File: config.mk
export PLATFORM = sky130hd
export DESIGN_NAME = alu_muldiv_flat
export DESIGN_NICKNAME = d
export VERILOG_FILES = /design/src/rtl/alu_muldiv_if.sv /design/src/rtl/alu_muldiv.sv /design/src/flat_wrapper.sv
export SDC_FILE = /design/constraint.sdc
export NUM_CORES = 1
export LEC_CHECK = 0
export ABC_CLOCK_PERIOD_IN_PS = 5120
export BUFFER_PORTS_ARGS = -buffer_cell sky130_fd_sc_hd__buf_2
export CAP_MARGIN = 20
export CORE_MARGIN = 8
export CORE_UTILIZATION = 40
export CTS_CLUSTER_DIAMETER = 200
export DETAILED_ROUTE_END_ITERATION = 16
export HOLD_SLACK_MARGIN = 0.06
export PLACE_DENSITY = 0.64
export SKIP_CTS_REPAIR_TIMING = 1
export SYNTH_ARGS = -nofsm -noshare
export SYNTH_HDL_FRONTEND = slang
export SYNTH_SLANG_ARGS = --single-unit
File: constraint.sdc
create_clock -name clk -period 5.12 [get_ports clk]
set_clock_uncertainty 0.1 [all_clocks]
set_input_delay 0.512 -clock clk [delete_from_list [all_inputs] [get_ports clk]]
set_output_delay 0.512 -clock clk [all_outputs]
set_load 0.01 [all_outputs]
File: src/rtl/alu_muldiv_if.sv
// Start/done handshake bundle between the execute stage and alu_muldiv.
// The master drives requests; the slave returns status and result.
interface alu_muldiv_if #(
    parameter int DATA_WIDTH    = 32,
    parameter int OPCODE_LENGTH = 3
);
    logic                     Start;
    logic                     Flush;
    logic [DATA_WIDTH-1:0]    SrcA;
    logic [DATA_WIDTH-1:0]    SrcB;
    logic [OPCODE_LENGTH-1:0] Operation;
    logic                     Ready;
    logic                     Busy;
    logic                     Done;
    logic [DATA_WIDTH-1:0]    ALUResult;

    modport master (
        output Start, Flush, SrcA, SrcB, Operation,
        input  Ready, Busy, Done, ALUResult
    );

    modport slave (
        input  Start, Flush, SrcA, SrcB, Operation,
        output Ready, Busy, Done, ALUResult
    );
endinterface

File: src/rtl/alu_muldiv.sv
// Iterative RV32M multiply/divide unit: shift-add / restoring division.
// Define ALU_MULDIV_FASTPATH_EN to resolve zero/div-by-zero/overflow early.
module alu_muldiv #(
    parameter int DATA_WIDTH    = 32,
    parameter int OPCODE_LENGTH = 3
) (
    input logic          clk,
    input logic          reset,
    alu_muldiv_if.slave  bus
);
    localparam int W  = DATA_WIDTH;
    localparam int CW = $clog2(W);

    typedef enum logic [1:0] {IDLE, RUN, FIX, DONE} state_e;

    state_e                   state_q, state_d;
    logic [CW-1:0]            cnt_q, cnt_d;
    logic [OPCODE_LENGTH-1:0] op_q, op_d;
    logic [W-1:0]             m_q, m_d;
    logic [2*W-1:0]           acc_q, acc_d;
    logic                     negq_q, negq_d;
    logic                     negr_q, negr_d;
    logic                     dz_q, dz_d;
    logic [W-1:0]             res_q, res_d;

    logic           is_div, sa_s, sb_s, a_neg, b_neg;
    logic [W-1:0]   ma, mb;
    logic [W:0]     mul_sum, div_r, div_rs;
    logic           div_ge;
    logic [2*W-1:0] mul_next, div_next, prod;
    logic [W-1:0]   quo, rem, result;

    assign is_div = bus.Operation[2];
    assign sa_s   = is_div ? ~bus.Operation[0]
                           : (bus.Operation[1] ^ bus.Operation[0]);
    assign sb_s   = is_div ? ~bus.Operation[0]
                           : (bus.Operation[1:0] == 2'b01);
    assign a_neg  = sa_s & bus.SrcA[W-1];
    assign b_neg  = sb_s & bus.SrcB[W-1];
    assign ma     = a_neg ? -bus.SrcA : bus.SrcA;
    assign mb     = b_neg ? -bus.SrcB : bus.SrcB;

    // Multiply: acc = {hi, multiplier}; add into hi, shift right.
    assign mul_sum  = {1'b0, acc_q[2*W-1:W]}
                    + (acc_q[0] ? {1'b0, m_q} : {(W+1){1'b0}});
    assign mul_next = {mul_sum, acc_q[W-1:1]};

    // Divide: acc = {remainder, quotient}; shift left, trial subtract.
    assign div_r    = {acc_q[2*W-1:W], acc_q[W-1]};
    assign div_ge   = div_r >= {1'b0, m_q};
    assign div_rs   = div_ge ? div_r - {1'b0, m_q} : div_r;
    assign div_next = {div_rs[W-1:0], acc_q[W-2:0], div_ge};

    assign prod = negq_q ? -acc_q : acc_q;
    assign quo  = dz_q ? {W{1'b1}}
                       : (negq_q ? -acc_q[W-1:0] : acc_q[W-1:0]);
    assign rem  = negr_q ? -acc_q[2*W-1:W] : acc_q[2*W-1:W];

    always_comb begin
        result = rem;
        if (!op_q[2]) begin
            result = (op_q[1:0] == 2'b00) ? prod[W-1:0] : prod[2*W-1:W];
        end else if (!op_q[1]) begin
            result = quo;
        end
    end

`ifdef ALU_MULDIV_FASTPATH_EN
    logic fast_dz, fast_ovf, fast_mz;
    assign fast_dz  = is_div && (bus.SrcB == '0);
    assign fast_ovf = is_div && !bus.Operation[0]
                   && (bus.SrcA == {1'b1, {(W-1){1'b0}}})
                   && (bus.SrcB == {W{1'b1}});
    assign fast_mz  = !is_div && ((bus.SrcA == '0) || (bus.SrcB == '0));
`endif

    always_comb begin
        state_d = state_q;
        cnt_d   = cnt_q;
        op_d    = op_q;
        m_d     = m_q;
        acc_d   = acc_q;
        negq_d  = negq_q;
        negr_d  = negr_q;
        dz_d    = dz_q;
        res_d   = res_q;
        if (bus.Flush) begin
            state_d = IDLE;
        end else begin
            unique case (state_q)
                IDLE: begin
                    if (bus.Start) begin
                        op_d    = bus.Operation;
                        cnt_d   = '0;
                        negq_d  = a_neg ^ b_neg;
                        negr_d  = a_neg;
                        dz_d    = is_div && (bus.SrcB == '0);
                        m_d     = is_div ? mb : ma;
                        acc_d   = {{W{1'b0}}, is_div ? ma : mb};
                        state_d = RUN;
`ifdef ALU_MULDIV_FASTPATH_EN
                        if (fast_dz) begin
                            acc_d   = {ma, {W{1'b1}}};
                            state_d = FIX;
                        end else if (fast_ovf) begin
                            acc_d   = {{W{1'b0}}, bus.SrcA};
                            negq_d  = 1'b0;
                            negr_d  = 1'b0;
                            state_d = FIX;
                        end else if (fast_mz) begin
                            acc_d   = '0;
                            state_d = FIX;
                        end
`endif
                    end
                end
                RUN: begin
                    acc_d = op_q[2] ? div_next : mul_next;
                    cnt_d = cnt_q + 1'b1;
                    if (cnt_q == CW'(W-1)) begin
                        state_d = FIX;
                    end
                end
                FIX: begin
                    res_d   = result;
                    state_d = DONE;
                end
                DONE:    state_d = IDLE;
                default: state_d = IDLE;
            endcase
        end
    end

    always_ff @(posedge clk) begin
        if (reset) begin
            state_q <= IDLE;
            cnt_q   <= '0;
            op_q    <= '0;
            m_q     <= '0;
            acc_q   <= '0;
            negq_q  <= 1'b0;
            negr_q  <= 1'b0;
            dz_q    <= 1'b0;
            res_q   <= '0;
        end else begin
            state_q <= state_d;
            cnt_q   <= cnt_d;
            op_q    <= op_d;
            m_q     <= m_d;
            acc_q   <= acc_d;
            negq_q  <= negq_d;
            negr_q  <= negr_d;
            dz_q    <= dz_d;
            res_q   <= res_d;
        end
    end

    assign bus.Ready     = (state_q == IDLE);
    assign bus.Busy      = (state_q == RUN) || (state_q == FIX);
    assign bus.Done      = (state_q == DONE);
    assign bus.ALUResult = res_q;
endmodule

File: src/flat_wrapper.sv
// flat-port wrapper written by rule: the top's interface ports become plain ports
module alu_muldiv_flat 
#(
    parameter int DATA_WIDTH    = 32,
    parameter int OPCODE_LENGTH = 3
)
  (clk, reset, bus_Start, bus_Flush, bus_SrcA, bus_SrcB, bus_Operation, bus_Ready, bus_Busy, bus_Done, bus_ALUResult);
  alu_muldiv_if #(.DATA_WIDTH(DATA_WIDTH), .OPCODE_LENGTH(OPCODE_LENGTH)) bus_i ();
  input logic clk;
  input logic reset;
  input wire logic [$bits(bus_i.Start)-1:0] bus_Start;
  input wire logic [$bits(bus_i.Flush)-1:0] bus_Flush;
  input wire logic [$bits(bus_i.SrcA)-1:0] bus_SrcA;
  input wire logic [$bits(bus_i.SrcB)-1:0] bus_SrcB;
  input wire logic [$bits(bus_i.Operation)-1:0] bus_Operation;
  output wire logic [$bits(bus_i.Ready)-1:0] bus_Ready;
  output wire logic [$bits(bus_i.Busy)-1:0] bus_Busy;
  output wire logic [$bits(bus_i.Done)-1:0] bus_Done;
  output wire logic [$bits(bus_i.ALUResult)-1:0] bus_ALUResult;
  assign bus_i.Start = bus_Start;
  assign bus_i.Flush = bus_Flush;
  assign bus_i.SrcA = bus_SrcA;
  assign bus_i.SrcB = bus_SrcB;
  assign bus_i.Operation = bus_Operation;
  assign bus_Ready = bus_i.Ready;
  assign bus_Busy = bus_i.Busy;
  assign bus_Done = bus_i.Done;
  assign bus_ALUResult = bus_i.ALUResult;
  alu_muldiv #(.DATA_WIDTH(DATA_WIDTH), .OPCODE_LENGTH(OPCODE_LENGTH)) u_core (.clk(clk), .reset(reset), .bus(bus_i));
endmodule
# Word-level counts from Yosys, hierarchy flattened
# Index checks and enable logic that the tools add are counted.
[classes]
n_addsub = 8
magnitude_cmp = 1
n_eq_ne = 7
n_mux = 23
bitwise = 6
n_reduce_logical = 11
[op_table]
columns = ["cell", "n"]
rows = [
  ["$mux 32", 12],
  ["$mux 64", 3],
  ["$neg 32->32", 4],
  ["$pmux 64 s2", 1],
  ["$neg 64->64", 1],
  ["$add 32x32->33", 1],
  ["$ge 33x32->1", 1],
  ["$logic_not 32->1", 1],
  ["$sub 32x32->32", 1],
  ["$pmux 5 s2", 1],
  ["$pmux 2 s4", 1],
  ["$reduce_and 3->1", 2],
  ["$add 5x1->5 const B", 1],
  ["$eq 5x5->1 const B", 1],
  ["$mux 5", 1],
  ["$eq 2x1->1 const B", 2],
  ["$eq 2x2->1 const B", 2],
  ["$logic_not 2->1", 2],
  ["$mux 2", 2],
  ["$reduce_and 2->1", 2],
  ["$and 1x1->1", 2],
  ["$mux 1", 2],
  ["$ne 2x1->1 const B", 1],
  ["$ne 2x2->1 const B", 1],
  ["other kinds (6)", 8],
]
[word_totals]
ff_bits = 141
in_bits = 71
out_inout_bits = 35
word_cells = 65

# Logic depth before layout (Yosys ltp)
[depth]
word_depth = 7
depth_mapped = 15
ltp_nobuf = 13

# Worst setup path after synthesis
# No wires, ideal clock.
[synth_timing]
path_type = "register to register"
start = "reg u_core.acc_q[0]"
end = "reg u_core.acc_q[60]"
setup_ps = 122
arrival_ps = 3334
required_time_ps = 4898
path_slack_ps = 1564
path_stages_with_launch = 15
n_path_buf = 2
period_less_slack_ps = 3556
path_cell_list = "dfxtp_1 > clkbuf_1 > inv_1 > clkbuf_1 > nor2_1 > ha_1 > o21ai_0 > o21a_1 > nor4b_1 > o211ai_1 > a2111oi_0 > a21o_1 > nand4_1 > a32o_1 > a221o_1"
[synth_between]
elab_chain_len = 4
[synth_lines]
columns = ["item", "line", "text"]
rows = [
  ["from (decl)", "alu_muldiv.sv:20", "logic [2*W-1:0] acc_q, acc_d;"],
  ["from (signal assigned)", "alu_muldiv.sv:140", "acc_q <= '0;"],
  ["from (signal assigned)", "alu_muldiv.sv:150", "acc_q <= acc_d;"],
  ["$mux 32", "alu_muldiv.sv:45", "+ (acc_q[0] ? {1'b0, m_q} : {(W+1){1'b0}});"],
  ["$add 32x32->33", "alu_muldiv.sv:45", ""],
  ["$mux 64", "alu_muldiv.sv:118", "acc_d = op_q[2] ? div_next : mul_next;"],
  ["$pmux 64 s2", "alu_muldiv.sv:90", "unique case (state_q)"],
]
# Every way passes these cells.
# A chain may end at the register's enable or synchronous reset.

# Worst setup path in the final report
# Same ends and word-level chain as after synthesis.

==> run metrics <==
VDD IR-drop max 0.256 mV; Int Pwr 2.30 mW; ranking of synthesized cells by area dfxtp_1 (20%), a21oi_1 (7.5%), ha_1 (6.5%); Net Sw Frac 0.376; Netlist cell types 82; fin crit share 0.875; Period minus WS final around 4.5 ns; Leak Pwr roughly 6.5 nW; PnR worst setup slack between 0.6 and 0.7 ns; multiplexer area fraction after synthesis 0.0372; Avg WL per Cell roughly 23 um; Synth Area in Simple Gates 0.222; Required @ worst endpoint 5.37 ns; highest clock rate ~220 MHz; Synth Area in XOR/XNOR 0.115; Max clock buf depth 2; Slew headroom 0.351; Initial Util 0.406; DR vias approximately 16,000; later-pin clock latency in the skew report around 0.47 ns; Crit. End Element flip-flop; Synth top area share 0.196; Sequential Power Share 0.325; input/output buffers 105; synthesis-to-layout area growth 9.65%; Power Density about 230 nW/um2; crit path kind flip-flop to flip-flop; slew at the pin closest to its max-slew limit 0.972 ns; core footprint ~36,000 um2; leading cell type in the layout, fill and taps excluded a21oi_1; Clk pwr share 0.378; family with the most delay on the worst path compound AO/OA/AOI/OAI gates; sequential fraction of the synthesis area 0.196; RSZ-0062 raised after global routing false; # IOs around 110; clk sinks about 140; Net Count, Synth 2,206; Critical Path AT around 4.7 ns; die area between 40,000 and 50,000 um2; CP peak stage delay roughly 0.64 ns; row count between 60 and 70; CTS clk-pin slew, worst paths 0.08 ns; outcome finished clean; Nets about 2,200; max cap viols 0; total power draw around 3.7 mW; drt pass-1 iters 6; cts bufs inserted 17; global route overflow 0; Syn Inst Count about 2,100; Buf/Inv on CP 1; synthesized area between 10,000 and 15,000 um2; worst hold-check path type input port to flip-flop; Fillers roughly 3,700; gr usage total 0.270; share of cells above drive strength 1 0.104; max-slew violations 0; final hold viol count 0; setup TNS 0 ns; post-place setup slack between 0.7 and 0.8 ns; FFs w/ async S/R, synth 0; EDFF count, synth 0; GPL Wtd Cong a little under 1; Synth Area in Adders 0.0678; CTS tree yes; slowest CP cell a2111oi_0; largest area contributor in the netlist dfxtp_1; combinational family with the most area after synthesis compound AO/OA/AOI/OAI gates; Critical Path Fanout Max 21; crit path cell chain inv_1 -> nor2_1 -> ha_1 -> o21ai_0 -> o21a_1 -> nor4b_1 -> o211ai_1 -> a2111oi_0 -> a21o_1 -> nand4_1 -> a32o_1 -> a221o_1; # DRC 0; initial antenna violation count 0; Synth Flop Type dfxtp_1; die width approximately 210 um; Die H approximately 200 um; number of synthesized register bits around 140; Ys Warns 0; HPWL after DPL between 40,000 and 50,000 um; post-synthesis compound-gate area fraction 0.304; clock root buffer clkbuf_16; most frequent cells in the layout a21oi_1 (216), nand2_1 (214), nor2_1 (214); Mapped Avg Cell Area 7.01 um2; Post-DRT Antenna Nets 0; routed vias/inst between 6 and 7; WL final between 50,000 and 60,000 um; nature of the critical path startpoint flip-flop; P_sw between 1 and 1.5 mW; 1st-iter DRT viols around 1,700; # diodes 0; first-pass GRT wire length 89,200 um; vias in the first global route between 10,000 and 15,000; Comb pwr share 0.296; final setup fails 0; largest net degree at the start of global routing 66; H-tree lvl count 4
per-stage QoR:
stage / std cells / cell area [um2] / util / hold slack, ns
floorplan: 2058 / 14400 / - / 0.332
CTS: 2535 / 15800 / 0.445 / 0.209
detailed placement: 2503 / 15200 / 0.427 / 0.334
finish: 2535 / 15800 / 0.445 / 0.214
global placement: 2503 / 15200 / 0.427 / 0.330
global route: 2535 / 15800 / 0.445 / 0.227
layer usage:
layer  wire length (um)  up-vias  GRT usage
met5                  0        -          0
li1                   -     7463          -
met2              25700      665      0.424
met1              25300     7410      0.353
met3               4160      138     0.0444
met4               3040        0      0.140
path summary, 6_finish.rpt:
| check | start | to | slack, ns | cells past startpoint |
|---|---|---|---|---|
| max reg2reg | u_core.acc_q[0]$_SDFFE_PP0P_ | u_core.acc_q[60]$_SDFFE_PP0P_ | 0.64 | 12 |
| min | bus_Operation[1] | u_core.op_q[1]$_SDFFE_PP0P_ | 0.21 | 3 |
| min reg2reg | u_core.bus.ALUResult[14]$_SDFFE_PP0P_ | u_core.bus.ALUResult[14]$_SDFFE_PP0P_ | 0.35 | 1 |
| max | u_core.acc_q[0]$_SDFFE_PP0P_ | u_core.acc_q[60]$_SDFFE_PP0P_ | 0.64 | 12 |
power groups by stage:
stage	Sequential [mW]	Combinational (mW)	Clock, mW
3_3_place_gp	1.22	1.06	0
5_1_grt	1.20	1.17	1.46
4_1_cts	1.20	1.06	1.41
2_1_floorplan	1.19	0.723	0
3_5_place_dp	1.22	1.06	0
6_report	1.20	1.09	1.39
flip-flops by register name, summed over array words and instances (netlist names):
name / flops
u_core.negr_q: 1
u_core.state_q: 2
u_core.op_q: 3
u_core.cnt_q: 5
u_core.dz_q: 1
u_core.acc_q: 64
u_core.negq_q: 1
u_core.m_q: 32
u_core.bus.ALUResult: 32
synthesized netlist by cell type, types with 5 or more instances:
library cell,number
a21o_1,36
and3_1,11
nand4_1,14
o22ai_1,7
a31oi_1,20
a221o_1,7
or2_2,6
nor2_1,217
o21ai_1,22
mux2_2,21
a21oi_1,216
ha_1,75
a211oi_1,40
xor2_1,96
inv_1,70
clkbuf_1,127
o21a_1,8
xnor2_1,93
nand2_1,214
nor3b_1,5
nor4_1,14
a211o_1,8
buf_2,8
or3_1,21
o41ai_1,12
o211ai_1,36
a22oi_1,18
nand3b_1,7
or4_1,15
nor3_1,57
dfxtp_1,141
a311oi_1,9
nand2b_1,16
o21ai_0,148
nor2b_1,10
a221oi_1,16
mux2i_1,30
o221ai_1,10
o31a_1,8
buf_1,11
and2_1,11
o31ai_1,32
nand3_1,43
tightest hold or removal path, cell delays in order:
cell	delay (ns)
buf_2	0.11
nand2_1	0.05
a21oi_1	0.05
logic make-up after synthesis:
logic type,Yosys count
compound gates,694
fa+ha+maj,77
simple gates,686
flops,141
buf+inv,220
mux,51
xor+xnor,189
area by class of cell:
type,instances,area [um2],share of cell area
Clock buffer,18,439,0.0277
Clock inverter,14,200,0.0126
Inverter,70,263,0.0166
Multi-Input combinational cell,1697,10800,0.681
Sequential cell,141,2830,0.178
Tap cell,461,577,0.0364
Timing Repair Buffer,134,743,0.0470
Power figures use the tool's default switching activity.
